### src/rtl/aps_pkg.sv
// Shared definitions for the register-bank controller: opcodes, FSM states,
// register-bank input selects and the write-back select helper.
package aps_pkg;

  typedef enum logic [3:0] {
    OP_NOP  = 4'h0,
    OP_LDI  = 4'h1,
    OP_LDA  = 4'h2,
    OP_LDB  = 4'h3,
    OP_MOV  = 4'h4,
    OP_IL5  = 4'h5,
    OP_IL6  = 4'h6,
    OP_HALT = 4'h7,
    OP_ALU0 = 4'h8,
    OP_ALU1 = 4'h9,
    OP_ALU2 = 4'hA,
    OP_ALU3 = 4'hB,
    OP_ALU4 = 4'hC,
    OP_ALU5 = 4'hD,
    OP_ALU6 = 4'hE,
    OP_ALU7 = 4'hF
  } op_e;

  typedef enum logic [3:0] {
    ST_IDLE,
    ST_DECODE,
    ST_CPA_SU,
    ST_CPA_WR,
    ST_CPB_SU,
    ST_CPB_WR,
    ST_ALU_WAIT,
    ST_WB_SU,
    ST_WB_WR,
    ST_HALT,
    ST_ERR
  } state_e;

  localparam logic [2:0] SEL_INA   = 3'b000;
  localparam logic [2:0] SEL_INB   = 3'b001;
  localparam logic [2:0] SEL_CONST = 3'b010;
  localparam logic [2:0] SEL_ALU   = 3'b011;
  localparam logic [2:0] SEL_RB    = 3'b100;

  // ALU operands are always staged in R1 (A) and R2 (B).
  localparam logic [3:0] REG_OPA = 4'd1;
  localparam logic [3:0] REG_OPB = 4'd2;

  function automatic logic [2:0] wb_sel(input logic [3:0] op);
    logic [2:0] sel;
    sel = SEL_ALU;
    case (op)
      OP_LDI:  sel = SEL_CONST;
      OP_LDA:  sel = SEL_INA;
      OP_LDB:  sel = SEL_INB;
      OP_MOV:  sel = SEL_RB;
      default: sel = SEL_ALU;
    endcase
    return sel;
  endfunction

endpackage

### src/rtl/lat_cnt.sv
// Down-counter that times the ALU wait: load, decrement, and a zero flag.
module lat_cnt #(
  parameter int W = 4
) (
  input  logic         clk,
  input  logic         res,
  input  logic         load,
  input  logic [W-1:0] load_val,
  input  logic         dec,
  output logic         zero
);

  logic [W-1:0] count_reg;

  always_ff @(posedge clk) begin
    if (res) begin
      count_reg <= '0;
    end else if (load) begin
      count_reg <= load_val;
    end else if (dec && (count_reg != '0)) begin
      count_reg <= count_reg - 1'b1;
    end
  end

  assign zero = (count_reg == '0);

endmodule

### src/rtl/rb_ctrl.sv
// Register-bank controller: accepts one instruction at a time and sequences
// two-cycle (setup, write) register-bank writes, including ALU operand staging.
module rb_ctrl
  import aps_pkg::*;
#(
  parameter int unsigned ALU_LAT = 1
) (
  input  logic        clk,
  input  logic        res,
  input  logic [15:0] instr,
  input  logic        instr_valid,
  output logic        instr_ready,
  output logic [2:0]  InMuxAdd,
  output logic [7:0]  CUconst,
  output logic [3:0]  OutMuxAdd,
  output logic [3:0]  regAdd,
  output logic        writeEn,
  output logic [2:0]  alu_op,
  output logic        busy,
  output logic        done,
  output logic        halted,
  output logic        illegal
);

  state_e      state_reg;
  logic [3:0]  op_reg;
  logic [3:0]  dst_reg;
  logic [7:0]  imm_reg;
  logic [2:0]  in_mux_reg;
  logic [7:0]  cu_reg;
  logic [3:0]  out_mux_reg;
  logic [3:0]  reg_add_reg;
  logic        we_reg;
  logic [2:0]  alu_op_reg;
  logic        done_reg;

  logic [3:0]  src_a;
  logic [3:0]  src_b;
  logic        need_a;
  logic        need_b;
  logic        b_first;
  logic        cnt_zero;

  assign src_a   = imm_reg[7:4];
  assign src_b   = imm_reg[3:0];
  assign need_a  = (src_a != REG_OPA);
  assign need_b  = (src_b != REG_OPB);
  // Copying A first would clobber R1 before B reads it.
  assign b_first = (src_b == REG_OPA) && (src_a != REG_OPA);

  lat_cnt #(.W(4)) u_lat_cnt (
    .clk      (clk),
    .res      (res),
    .load     (state_reg != ST_ALU_WAIT),
    .load_val (4'(ALU_LAT - 1)),
    .dec      (state_reg == ST_ALU_WAIT),
    .zero     (cnt_zero)
  );

  always_ff @(posedge clk) begin
    if (res) begin
      state_reg   <= ST_IDLE;
      op_reg      <= '0;
      dst_reg     <= '0;
      imm_reg     <= '0;
      in_mux_reg  <= '0;
      cu_reg      <= '0;
      out_mux_reg <= '0;
      reg_add_reg <= '0;
      we_reg      <= 1'b0;
      alu_op_reg  <= '0;
      done_reg    <= 1'b0;
    end else begin
      done_reg <= 1'b0;
      case (state_reg)
        ST_IDLE: begin
          if (instr_valid) begin
            op_reg    <= instr[15:12];
            dst_reg   <= instr[11:8];
            imm_reg   <= instr[7:0];
            if (instr[15]) alu_op_reg <= instr[14:12];
            done_reg  <= (instr[15:12] == OP_NOP);
            state_reg <= ST_DECODE;
          end
        end
        ST_DECODE: begin
          if (op_reg[3]) begin
            if (src_a == REG_OPB && src_b == REG_OPA) begin
              state_reg <= ST_ERR;
            end else if (b_first || !need_a) begin
              in_mux_reg  <= SEL_RB;
              out_mux_reg <= src_b;
              reg_add_reg <= REG_OPB;
              state_reg   <= need_b ? ST_CPB_SU : ST_ALU_WAIT;
            end else begin
              in_mux_reg  <= SEL_RB;
              out_mux_reg <= src_a;
              reg_add_reg <= REG_OPA;
              state_reg   <= ST_CPA_SU;
            end
          end else begin
            case (op_reg)
              OP_NOP: state_reg <= ST_IDLE;
              OP_LDI, OP_LDA, OP_LDB, OP_MOV: begin
                in_mux_reg  <= wb_sel(op_reg);
                reg_add_reg <= dst_reg;
                if (op_reg == OP_LDI) cu_reg <= imm_reg;
                if (op_reg == OP_MOV) out_mux_reg <= src_a;
                state_reg   <= ST_WB_SU;
              end
              OP_HALT: state_reg <= ST_HALT;
              default: state_reg <= ST_ERR;
            endcase
          end
        end
        ST_CPA_SU: begin
          we_reg    <= 1'b1;
          state_reg <= ST_CPA_WR;
        end
        ST_CPA_WR: begin
          we_reg <= 1'b0;
          if (!b_first && need_b) begin
            out_mux_reg <= src_b;
            reg_add_reg <= REG_OPB;
            state_reg   <= ST_CPB_SU;
          end else begin
            state_reg <= ST_ALU_WAIT;
          end
        end
        ST_CPB_SU: begin
          we_reg    <= 1'b1;
          state_reg <= ST_CPB_WR;
        end
        ST_CPB_WR: begin
          we_reg <= 1'b0;
          if (b_first) begin
            out_mux_reg <= src_a;
            reg_add_reg <= REG_OPA;
            state_reg   <= ST_CPA_SU;
          end else begin
            state_reg <= ST_ALU_WAIT;
          end
        end
        ST_ALU_WAIT: begin
          if (cnt_zero) begin
            in_mux_reg  <= SEL_ALU;
            reg_add_reg <= dst_reg;
            state_reg   <= ST_WB_SU;
          end
        end
        ST_WB_SU: begin
          we_reg    <= 1'b1;
          done_reg  <= 1'b1;
          state_reg <= ST_WB_WR;
        end
        ST_WB_WR: begin
          we_reg    <= 1'b0;
          state_reg <= ST_IDLE;
        end
        ST_HALT: state_reg <= ST_HALT;
        ST_ERR:  state_reg <= ST_ERR;
        default: state_reg <= ST_ERR;
      endcase
    end
  end

  assign instr_ready = (state_reg == ST_IDLE);
  assign busy        = !((state_reg == ST_IDLE) || (state_reg == ST_HALT) || (state_reg == ST_ERR));
  assign halted      = (state_reg == ST_HALT);
  assign illegal     = (state_reg == ST_ERR);
  assign InMuxAdd    = in_mux_reg;
  assign CUconst     = cu_reg;
  assign OutMuxAdd   = out_mux_reg;
  assign regAdd      = reg_add_reg;
  assign writeEn     = we_reg;
  assign alu_op      = alu_op_reg;
  assign done        = done_reg;

endmodule

### config.mk
export PLATFORM = sky130hd
export DESIGN_NAME = rb_ctrl
export DESIGN_NICKNAME = d
export VERILOG_FILES = /design/src/rtl/aps_pkg.sv /design/src/rtl/lat_cnt.sv /design/src/rtl/rb_ctrl.sv
export SDC_FILE = /design/constraint.sdc
export NUM_CORES = 1
export LEC_CHECK = 0
export ABC_CLOCK_PERIOD_IN_PS = 1800
export BUFFER_PORTS_ARGS = -buffer_cell sky130_fd_sc_hd__buf_2
export CORE_MARGIN = 4
export CORE_UTILIZATION = 49
export DETAILED_ROUTE_END_ITERATION = 8
export GPL_TIMING_DRIVEN = 0
export PLACE_DENSITY = 0.73
export SLEW_MARGIN = 20
export SYNTH_ARGS = -nofsm -noshare
export SYNTH_HDL_FRONTEND = slang
export SYNTH_SLANG_ARGS = --single-unit
### constraint.sdc
create_clock -name clk -period 1.8 [get_ports clk]
set_input_delay 0.09 -clock clk [delete_from_list [all_inputs] [get_ports clk]]
set_output_delay 0.09 -clock clk [all_outputs]
set_load 0.01 [all_outputs]
======== Yosys cells after proc, flatten, opt, wreduce, memory -nomap -nowiden ========
Cells that the tools add are included.
storage, ports and cells
  register bits after elaboration ......... 48
  bits in latches ......................... 0
  logic and storage cells ................. 106
  input bits .............................. 19
  memories kept ........................... 0
  output and inout port bits .............. 28
  memory bits (read-only) ................. 0
  memory bits (writable) .................. 0
operators by class
  bitwise logic cells ..................... 1
  reductions and logical operators ........ 30
  add/sub/neg operators ................... 1
  magnitude comparators ................... 0
  equality and inequality tests ........... 27
  shift operators ......................... 0
  div/mod/pow operators ................... 0
  multiply operators ...................... 0
  multiplexer cells ....................... 35
operators with widths
  operator                                        number
  two-way mux 4 bit                               17
  case mux 4 bit (10 select lines)                1
  == test 4 x 3 -> 1 bit (second input constant)  6
  case mux 4 bit (3 select lines)                 2
  == test 4 x 2 -> 1 bit (second input constant)  5
  two-way mux 3 bit                               6
  logical NOT 4 bit                               4
  case mux 4 bit (4 select lines)                 1
  == test 4 x 1 -> 1 bit (second input constant)  3
  == test 4 bit (second input constant)           3
  case mux 3 bit (4 select lines)                 1
  AND reduction 6 bit                             2
  != test 3 bit (second input constant)           3
  != test 2 bit (second input constant)           4
  AND reduction 4 bit                             2
  nonzero test 4 bit                              2
  two-way mux 2 bit                               3
  case mux 3 bit (2 select lines)                 1
  OR reduction 3 bit                              2
  logical AND 1 bit                               4
  != test 4 x 1 -> 1 bit (second input constant)  1
  != test 4 x 2 -> 1 bit (second input constant)  1
  != test 4 x 3 -> 1 bit (second input constant)  1
  case mux 1 bit (2 select lines)                 2
  other kinds (11)                                17

======== Logic depth before layout (Yosys ltp) ========
Gate-level depths: netlist (run 1).
  word-level depth ........................ 7
  gate-level depth with buffers ........... 7
  gate-level depth less buffers ........... 7

======== Cells and area by module ========
Synthesis (run 1) repeated with hierarchy kept, for this count alone.
unflattened totals
  cells, all modules ...................... 319
  area, all modules ....................... 2631.3 µm²
modules (own cells, without submodules)
  module   cells each  sequential area each (µm²)  area each (µm²)  times used
  rb_ctrl  290         880.8                       2368.5           1
  lat_cnt  29          80.1                        262.8            1

======== Least setup slack after synthesis (run 1) ========
Ideal clock, no wire load.
  kind .................................... register -> register
  start ................................... register u_lat_cnt.count_reg[0]
  end ..................................... register reg_add_reg[0] (netlist: regAdd[0])
  library setup time ...................... 123 ps
  path slack .............................. -92 ps
  period minus slack after synthesis ...... 1892 ps
  stages on the path, launching flop included .. 8
  data required time ...................... 1677 ps
  path buffers ............................ 0
  arrival ................................. 1769 ps
  path through ............................ dfxtp_1 > inv_1 > ha_1 > or3b_1 > or3_1 > a221oi_2 > nand2_2 > mux2i_1
between the ends
  longest elaborated chain between the ends .. 3
ends and longest elaborated chain
  item                           RTL line        text
  start: declaration             lat_cnt.sv:13   logic [W-1:0] count_reg;
  start signal: assignment       lat_cnt.sv:19   count_reg <= load_val;
  start signal: assignment       lat_cnt.sv:21   count_reg <= count_reg - 1'b1;
  logical NOT 4 bit              lat_cnt.sv:25   assign zero = (count_reg == '0);
  != test 2 bit (no line)        --
  AND reduction 6 bit (no line)  --
  end signal: assignment         rb_ctrl.sv:106  reg_add_reg <= dst_reg;
  end signal: assignment         rb_ctrl.sv:147  reg_add_reg <= dst_reg;
  end: declaration               rb_ctrl.sv:32   logic [3:0] reg_add_reg;
No other way between the ends.
A chain may end at the register's enable or synchronous reset.

======== Worst setup path in the final report (run 1) ========
  start ................................... register u_lat_cnt.count_reg[0]
  end ..................................... register reg_add_reg[3] (netlist: regAdd[3])
The elaborated chain is that of the path after synthesis.

==> results.yml, run 1 <==
run_status:
  status: "finished, violations left"
  violations: "setup timing"
yosys:
  syn-num-nets: 314
  syn-cell-area_mm2: 0.00243
  synth-async-reset-ratio_pct: 0
  netlist_instances: 294
  synth_seq_cells: 48
  synth_flop_cell: "dfxtp_1"
  synth_cell_types: 61
  yosys_warnings: 0
  ys_seq_area_share_pct: 39.5
  avgSynthCellArea_um2: 8.26
  synth_edf_count: 0
layout:
  layout_common_cells: "nand2_1 (48), buf_2 (47), dfxtp_1 (40)"
  layout-drive-gt1-share_pct: 35.9
  area_growth_pct: 30.0
  mostFrequentLayoutCell: "nand2_1"
  nets: 376
  multi_input_area_mm2: 0.00156
  insertedDiodeCount: 0
  layoutNonFillerInstCount: 424
  register_area_um2: 973
  utilization_pct: 66.4
  fillers: 421
drt:
  num_vias: 2368
  drc_errors: 0
  via_per_inst: 5.58
  wl_per_cell_um: 15.0
  wl_um: 6350
  first_iter_violations: 214
  antenna_left: 0
  dr.pass1.iters: 4
setup_path:
  cp.arrival_ns: 2.13
  crit_type: "reg2reg"
  critical_path.max_fanout: 4
  critPathCaptureType: "flop"
  worstPathRequired_ns: 1.99
  critPathLaunchType: "flop"
timing:
  setup_ws_ns: -0.141
  hold_violations: 0
  period_needed_ns: 1.94
  fin_crit_sh_pct: 108
  clock.fmax_ghz: 0.515
  timing.slew.headroom_pct: 60.3
  rsz0062_at_grt: "true"
  tns_ns: -0.699
  finalSetupViolations: 8
  tightestPinTransition_ns: 0.595
  finClkSkew_ns: 0.00500
  slew_violations: 0
  finalHoldWorstSlack_ns: 0.00778
grt:
  antenna_found_initial: 0
  grt_pass1_vias: 2187
  grt_usage_pct: 21.1
  grt-ovfl-total: 0
  grt_max_degree: 16
  grt_pass1_wl_um: 10500
power_and_ir_drop:
  max-vdd-ir-drop_mv: 0.926
  power_frac_seq_pct: 33.3
  p_leak_nw: 1.35
  switching_share_pct: 40.4
  power_frac_comb_pct: 49.0
  power_w: 0.00440
  clockPowerShare_pct: 17.7
  power.density_mw_per_mm2: 1390
  switching_power_w: 0.00178
  p_int_w: 0.00262
die:
  initial_utilization_pct: 51.1
  fp-row-count: 25
  die_w_um: 78.4
  pin_count: 47
  die_h_um: 78.4
  core-area_mm2: 0.00475
  die_area_mm2: 0.00615
placement:
  dp.cells: 406
  globalplace.congestion: 0.873
  port_buffers: 45
  post-dp-hpwl_um: 4440
clock_tree:
  clock_latency_ns: 0.30
  path_clk_slew_ns: 0.09
  cts_buffers: 5
  hold_buffers: 0
  cts_sinks: 48
  clock_tree.root_cell: "clkbuf_8"
  h-tree-depth: 2
  tritoncts: "done"
  cts_buffer_depth: 2
hold_path:
  hold_class: "in2reg"
flow_run:
  maxCapViolCount: 0
==> cell families after synthesis <==
| kind of cell | count (synthesis) | synth area share [%] |
|---|---|---|
| compound gates | 82 | 23.1 |
| simple gates | 120 | 25.0 |
| fa+ha+maj | 1 | 0.515 |
| buf+inv | 24 | 4.07 |
| xor+xnor | 2 | 0.721 |
| mux | 17 | 7.05 |
| flops | 48 | 39.5 |
==> path summary, 6_finish.rpt <==
path | startpoint | to | slack [ns] | depth (start not counted)
worst max-delay path | u_lat_cnt.count_reg[0] | regAdd[3] | -0.14 | 7
worst min-delay path | instr[2] | imm_reg[2] | 0.008 | 3
worst max register to register | u_lat_cnt.count_reg[0] | regAdd[3] | -0.14 | 7
worst min register to register | alu_op[1] | alu_op[1] | 0.46 | 2
==> synthesized netlist by cell type (2+ instances only) <==
cell | n | share of area [%]
o21bai_1 | 4 | 1.2
a32oi_1 | 2 | 0.72
o21a_1 | 2 | 0.62
dfxtp_1 | 48 | 40
nand2_1 | 50 | 7.7
nor2_1 | 28 | 4.3
nor3_1 | 7 | 1.4
nor4_1 | 2 | 0.51
inv_1 | 4 | 0.62
buf_2 | 4 | 0.82
o31a_1 | 2 | 0.72
clkbuf_1 | 12 | 1.9
a21oi_1 | 35 | 7.2
o211a_1 | 2 | 0.82
a211oi_1 | 2 | 0.62
nand3_1 | 4 | 0.82
a211oi_2 | 4 | 2.1
o311a_1 | 2 | 0.82
nor3b_1 | 2 | 0.62
nor4b_1 | 3 | 1.1
mux2i_1 | 16 | 6.6
nand2b_1 | 4 | 1.0
nor2b_1 | 4 | 1.0
or3_1 | 3 | 0.77
o21ai_0 | 9 | 1.9
buf_1 | 2 | 0.31
a31oi_1 | 3 | 0.77
==> area by class of cell <==
class	instances	share of cell area (%)
tap	67	2.65
clock buffer	5	2.18
timing repair buffer	55	9.62
buffer	19	3.37
clock inverter	3	1.35
multi-input combinational	222	49.4
sequential	48	30.8
inverter	5	0.594
==> stage by stage <==
stage          area [um2]  setup slack [ns]
6_report             3160            -0.141
5_1_grt              3160            -0.193
4_1_cts              3040            -0.110
3_5_place_dp         2760            -0.221
3_3_place_gp         2760            -0.274
2_1_floorplan        2450           -0.0139
==> power groups by stage <==
stage	logic, W	registers, W	clock network (W)
after detailed placement	0.00174	0.00146	0
after global placement	0.00173	0.00146	0
after floorplan	0.00127	0.00146	0
final	0.00216	0.00146	0.000776
after CTS	0.00192	0.00145	0.000793
after global routing	0.00236	0.00149	0.000833
==> repair_timing <==
item | in CTS | in global routing
setup endpoints to repair | 30 | 30
gates resized for setup | 29 | 33
buffers inserted | 7 | 3
pin swaps | 8 | 6
cloned | 0 | 0
==> routing by layer <==
layer / vias up / wire length [um] / global-route usage (%)
li1: 1178 / - / -
met1: 1127 / 2980 / 28.9
met2: 56 / 2970 / 34.8
met3: 7 / 304 / 2.87
met4: 0 / 91 / 6.12
met5: - / 0 / 0
==> critical path, cell delays in order (launching register included) <==
cell and delay, ns:
dfxtp_2 0.33, inv_2 0.07, ha_4 0.13, or3b_4 0.38
or3_4 0.38, a221oi_2 0.24, nand2_2 0.16, mux2i_1 0.15
No activity file was read; power rests on OpenSTA's default activity.
==> run 2, diff against run 1 <==
Settings changed: SKIP_CTS_REPAIR_TIMING set to 1, TNS_END_PERCENT set to 30.
==> run 2 against run 1 <==
The run still ends with setup timing left. Global-route usage is 0.85 points lower. Critical path depth stayed put. Count of clock-buffer cells in the layout stayed put. Sequential power hardly changed. Clock power hardly changed. Hold slack worse by 0.0033 ns. Clock skew is 0.0013 ns higher. Combinational power is 7% lower. Routed wire length is 1.2% lower. Worst setup slack better by 0.0087 ns. Critical endpoint unchanged. Largest power group unchanged.
==> results.yml, run 2 (same netlist as run 1, synthesis figures left out) <==
setup_path:
  rrSetupSlack_ns: -0.13
  reg2reg_to: "regAdd[3]"
  critPathCaptureType: "flop"
  critPathLaunchType: "flop"
  r2r_cells: 7
  crit_type: "reg2reg"
  cp.arrival_ns: 2.13
  critical_path.max_fanout: 5
  worstPathRequired_ns: 2.00
  r2r_start: "u_lat_cnt.count_reg[0]"
die:
  core-area_mm2: 0.00475
  die_area_mm2: 0.00615
  fp-row-count: 25
  initial_utilization_pct: 51.1
  die_w_um: 78.4
  die_h_um: 78.4
  pin_count: 47
power_and_ir_drop:
  power.density_mw_per_mm2: 1380
  switching_share_pct: 40.2
  power_w: 0.00426
  p_leak_nw: 1.32
  p_int_w: 0.00255
  power_frac_comb_pct: 47.2
  clockPowerShare_pct: 18.2
  max-vdd-ir-drop_mv: 0.952
  power_frac_seq_pct: 34.5
  switching_power_w: 0.00171
clock_tree:
  clock_latency_ns: 0.30
  cts_buffers: 5
  h-tree-depth: 2
  cts_buffer_depth: 2
  path_clk_slew_ns: 0.09
  clock_tree.root_cell: "clkbuf_8"
  cts_sinks: 48
  tritoncts: "done"
hold_path:
  min_to: "imm_reg[1]"
  hold_depth: 3
  hold_class: "in2reg"
  min_from: "instr[1]"
grt:
  grt_max_degree: 16
  grt_usage_pct: 20.3
  grt_pass1_wl_um: 10100
  antenna_found_initial: 0
  grt_pass1_vias: 2070
  grt-ovfl-total: 0
placement:
  dp.cells: 406
  port_buffers: 45
  post-dp-hpwl_um: 4440
  globalplace.congestion: 0.873
drt:
  wl_per_cell_um: 15.0
  num_vias: 2339
  wl_um: 6270
  first_iter_violations: 220
  antenna_left: 0
  drc_errors: 0
  via_per_inst: 5.58
  dr.pass1.iters: 4
layout:
  nets: 371
  layout-drive-gt1-share_pct: 33.5
  insertedDiodeCount: 0
  layout_common_cells: "nand2_1 (48), buf_2 (47), dfxtp_1 (39)"
  mostFrequentLayoutCell: "nand2_1"
  area_growth_pct: 26.8
  layoutNonFillerInstCount: 419
timing:
  finClkSkew_ns: 0.00633
  hold_violations: 0
  timing.slew.headroom_pct: 61.1
  finalSetupViolations: 9
  period_needed_ns: 1.93
  slew_violations: 0
  finalHoldWorstSlack_ns: 0.00449
  setup_ws_ns: -0.132
  tns_ns: -0.646
  rsz0062_at_grt: "true"
  fin_crit_sh_pct: 107
  tightestPinTransition_ns: 0.584
  clock.fmax_ghz: 0.517
run_status:
  status: "finished, violations left"
  violations: "setup timing"
flow_run:
  maxCapViolCount: 0
[run 2: metrics by stage]
stage	setup slack (ns)	area, um2	utilization (%)
floorplan	-0.0139	2450	-
global placement	-0.274	2760	58.1
detailed placement	-0.221	2760	58.1
CTS	-0.367	2870	60.4
global route	-0.184	3080	64.8
finish	-0.132	3080	64.8
[run 2: metal layers]
layer	track usage [%]	share of wire, %	vias to the layer above
met5	0	0	-
met2	32.7	48	62
met4	5.94	1.3	0
met3	3.21	4.4	7
li1	-	-	1171
met1	28.0	46	1099
[run 2: power groups by stage]
stage	clock [W]	sequential, W	combinational (W)
final	0.000777	0.00147	0.00201
after global routing	0.000833	0.00150	0.00222
after CTS	0.000793	0.00144	0.00175
after detailed placement	0	0.00146	0.00174
after global placement	0	0.00146	0.00173
after floorplan	0	0.00146	0.00127
[run 2: worst max path at each step]
stage | cells after the start | from | slack [ns] | endpoint
6_report | 7 | u_lat_cnt.count_reg[0] | -0.13 | regAdd[3]
5_1_grt | 7 | u_lat_cnt.count_reg[0] | -0.18 | regAdd[3]
4_1_cts | 5 | state_reg[0] | -0.37 | busy
3_5_place_dp | 7 | u_lat_cnt.count_reg[0] | -0.22 | state_reg[1]
3_3_place_gp | 5 | state_reg[1] | -0.27 | OutMuxAdd[3]
2_1_floorplan | 7 | u_lat_cnt.count_reg[1] | -0.01 | regAdd[0]
[run 2: final cells by class]
type | count | area, um2
well taps | 67 | 83.8
multi-input cells | 222 | 1520
inverters | 5 | 18.8
fillers | 435 | 1670
flip-flops and latches | 48 | 977
repair buffers | 50 | 263
clock buffers | 5 | 68.8
clock inverters | 3 | 42.5
plain buffers | 19 | 111
[run 2: worst max-delay path, stage by stage (launching register included)]
cell and delay (ns):
dfxtp_2 0.34, inv_2 0.07, ha_4 0.15, or3b_4 0.39, or3_4 0.34, a221oi_2 0.24
nand2_2 0.16, mux2i_1 0.15
==> run 3, diff against run 2 <==
==> constraint.sdc (replaced) <==
create_clock -name clk -period 1.8 [get_ports clk]
set_input_delay 0.36 -clock clk [delete_from_list [all_inputs] [get_ports clk]]
set_output_delay 0.36 -clock clk [all_outputs]
set_load 0.01 [all_outputs]
==> run 3 against run 2 <==
The flow still finishes with violations (setup timing). Sequential power is essentially flat. Global-route usage grew 0.61 points. Sequential share of layout area shrank 1.0 points. Cell count grew 0.95%. Clock power grew 20%. Worst setup slack gained 0.037 ns. First-iteration DRC count shrank 20%. Hold slack gained 0.27 ns. Cell area grew 3.5%. Critical path type unchanged. Largest power group unchanged. Highest routed layer unchanged.
==> results.yml, run 3 (same netlist as run 1, synthesis figures left out) <==
grt:
  grt_pass1_wl_um: 10300
  grt_pass1_vias: 2231
  antenna_found_initial: 0
  grt-ovfl-total: 0
  grt_usage_pct: 20.9
  grt_max_degree: 17
placement:
  port_buffers: 45
  globalplace.congestion: 0.897
  post-dp-hpwl_um: 4480
timing:
  rsz0062_at_grt: "true"
  finClkSkew_ns: 0.00662
  finalHoldWorstSlack_ns: 0.274
  period_needed_ns: 1.90
  tightestPinTransition_ns: 0.563
  fin_crit_sh_pct: 105
  setup_ws_ns: -0.0955
  slew_violations: 0
  finalSetupViolations: 8
  timing.slew.headroom_pct: 62.5
  clock.fmax_ghz: 0.528
  hold_violations: 0
power_and_ir_drop:
  clockPowerShare_pct: 20.4
  switching_power_w: 0.00175
  power.density_mw_per_mm2: 1430
  switching_share_pct: 38.5
  p_leak_nw: 1.37
  p_int_w: 0.00280
  power_frac_comb_pct: 47.0
  power_frac_seq_pct: 32.5
  max-vdd-ir-drop_mv: 0.871
setup_path:
  critPathLaunchType: "flop"
  worstPathRequired_ns: 2.00
  critPathCaptureType: "flop"
  max_stage_delay_ns: 0.38
  critical_path.max_fanout: 4
  crit_type: "reg2reg"
  cp.arrival_ns: 2.09
  r2r_cells: 7
  path_cells: "inv_2 -> ha_4 -> or3b_4 -> or3_4 -> a221oi_4 -> nand2_4 -> mux2i_1"
  critPathSlowestCell: "or3b_4"
drt:
  num_vias: 2379
  antenna_left: 0
  drc_errors: 0
  first_iter_violations: 175
  wl_um: 6300
  dr.pass1.iters: 5
  wl_per_cell_um: 14.9
  via_per_inst: 5.62
clock_tree:
  clock_latency_ns: 0.30
  tritoncts: "done"
  cts_buffers: 5
  path_clk_slew_ns: 0.09
  cts_sinks: 48
  h-tree-depth: 2
  cts_buffer_depth: 2
  clock_tree.root_cell: "clkbuf_8"
die:
  pin_count: 47
  die_w_um: 78.4
  die_h_um: 78.4
  core-area_mm2: 0.00475
  fp-row-count: 25
  die_area_mm2: 0.00615
  initial_utilization_pct: 51.1
layout:
  insertedDiodeCount: 0
  utilization_pct: 67.1
  nets: 375
  fillers: 422
  mostFrequentLayoutCell: "nand2_1"
  register_area_um2: 980
  layout-drive-gt1-share_pct: 33.4
  multi_input_area_mm2: 0.00153
  area_growth_pct: 31.3
  layout_common_cells: "nand2_1 (50), buf_2 (48), dfxtp_1 (39)"
flow_run:
  maxCapViolCount: 0
run_status:
  status: "finished, violations left"
  violations: "setup timing"
hold_path:
  hold_depth: 3
  hold_class: "in2reg"
run 3: path summary, 6_finish.rpt:
path	from	endpoint	slack, ns
max	u_lat_cnt.count_reg[0]	regAdd[0]	-0.1
min	instr[1]	imm_reg[1]	0.27
max reg2reg	u_lat_cnt.count_reg[0]	regAdd[0]	-0.1
min reg2reg	alu_op[2]	alu_op[2]	0.46
run 3: worst max-delay path: cells and delay by family (launching register included):
family | cells | cell delay (ns)
and+or+nand+nor | 3 | 0.85
DFF | 1 | 0.33
AOI/OAI and AO/OA | 1 | 0.27
adders and majority gates | 1 | 0.14
muxes | 1 | 0.13
buffers and inverters | 1 | 0.07
run 3: per-layer routing:
| metal | share of wire (%) | wire (um) | track usage (%) | vias up |
|---|---|---|---|---|
| met1 | 45 | 2850 | 26.9 | 1117 |
| met5 | 0 | 0 | 0 | - |
| li1 | - | - | - | 1179 |
| met3 | 5.2 | 328 | 2.41 | 14 |
| met4 | 1.6 | 101 | 7.17 | 0 |
| met2 | 48 | 3020 | 36.1 | 69 |
run 3: final cells by class:
cell class	instances	share of cell area [%]
repair buffers	54	9.18
multi-input cells	222	48.1
clock buffers	5	2.16
inverters	5	0.588
flip-flops and latches	48	30.7
clock inverters	3	2.16
plain buffers	19	4.47
well taps	67	2.63
run 3: stage by stage:
stage | instance area [um2] | std cells | setup TNS (ns) | total power (W) | worst slack (ns)
after CTS | 2910 | 414 | -8.69 | 0.00414 | -0.583
after detailed placement | 2770 | 406 | -6.87 | 0.00320 | -0.279
after global routing | 3190 | 423 | -1.49 | 0.00486 | -0.160
after floorplan | 2460 | 294 | -0.690 | 0.00273 | -0.0560
final | 3190 | 423 | -0.587 | 0.00455 | -0.0955
after global placement | 2770 | 406 | -6.91 | 0.00319 | -0.300
run 3: power groups by stage:
stage,sequential (W),clock (W),combinational [W]
6_report,0.00148,0.000930,0.00214
5_1_grt,0.00151,0.000995,0.00235
4_1_cts,0.00144,0.000951,0.00175
3_5_place_dp,0.00146,0,0.00174
3_3_place_gp,0.00145,0,0.00174
2_1_floorplan,0.00145,0,0.00128
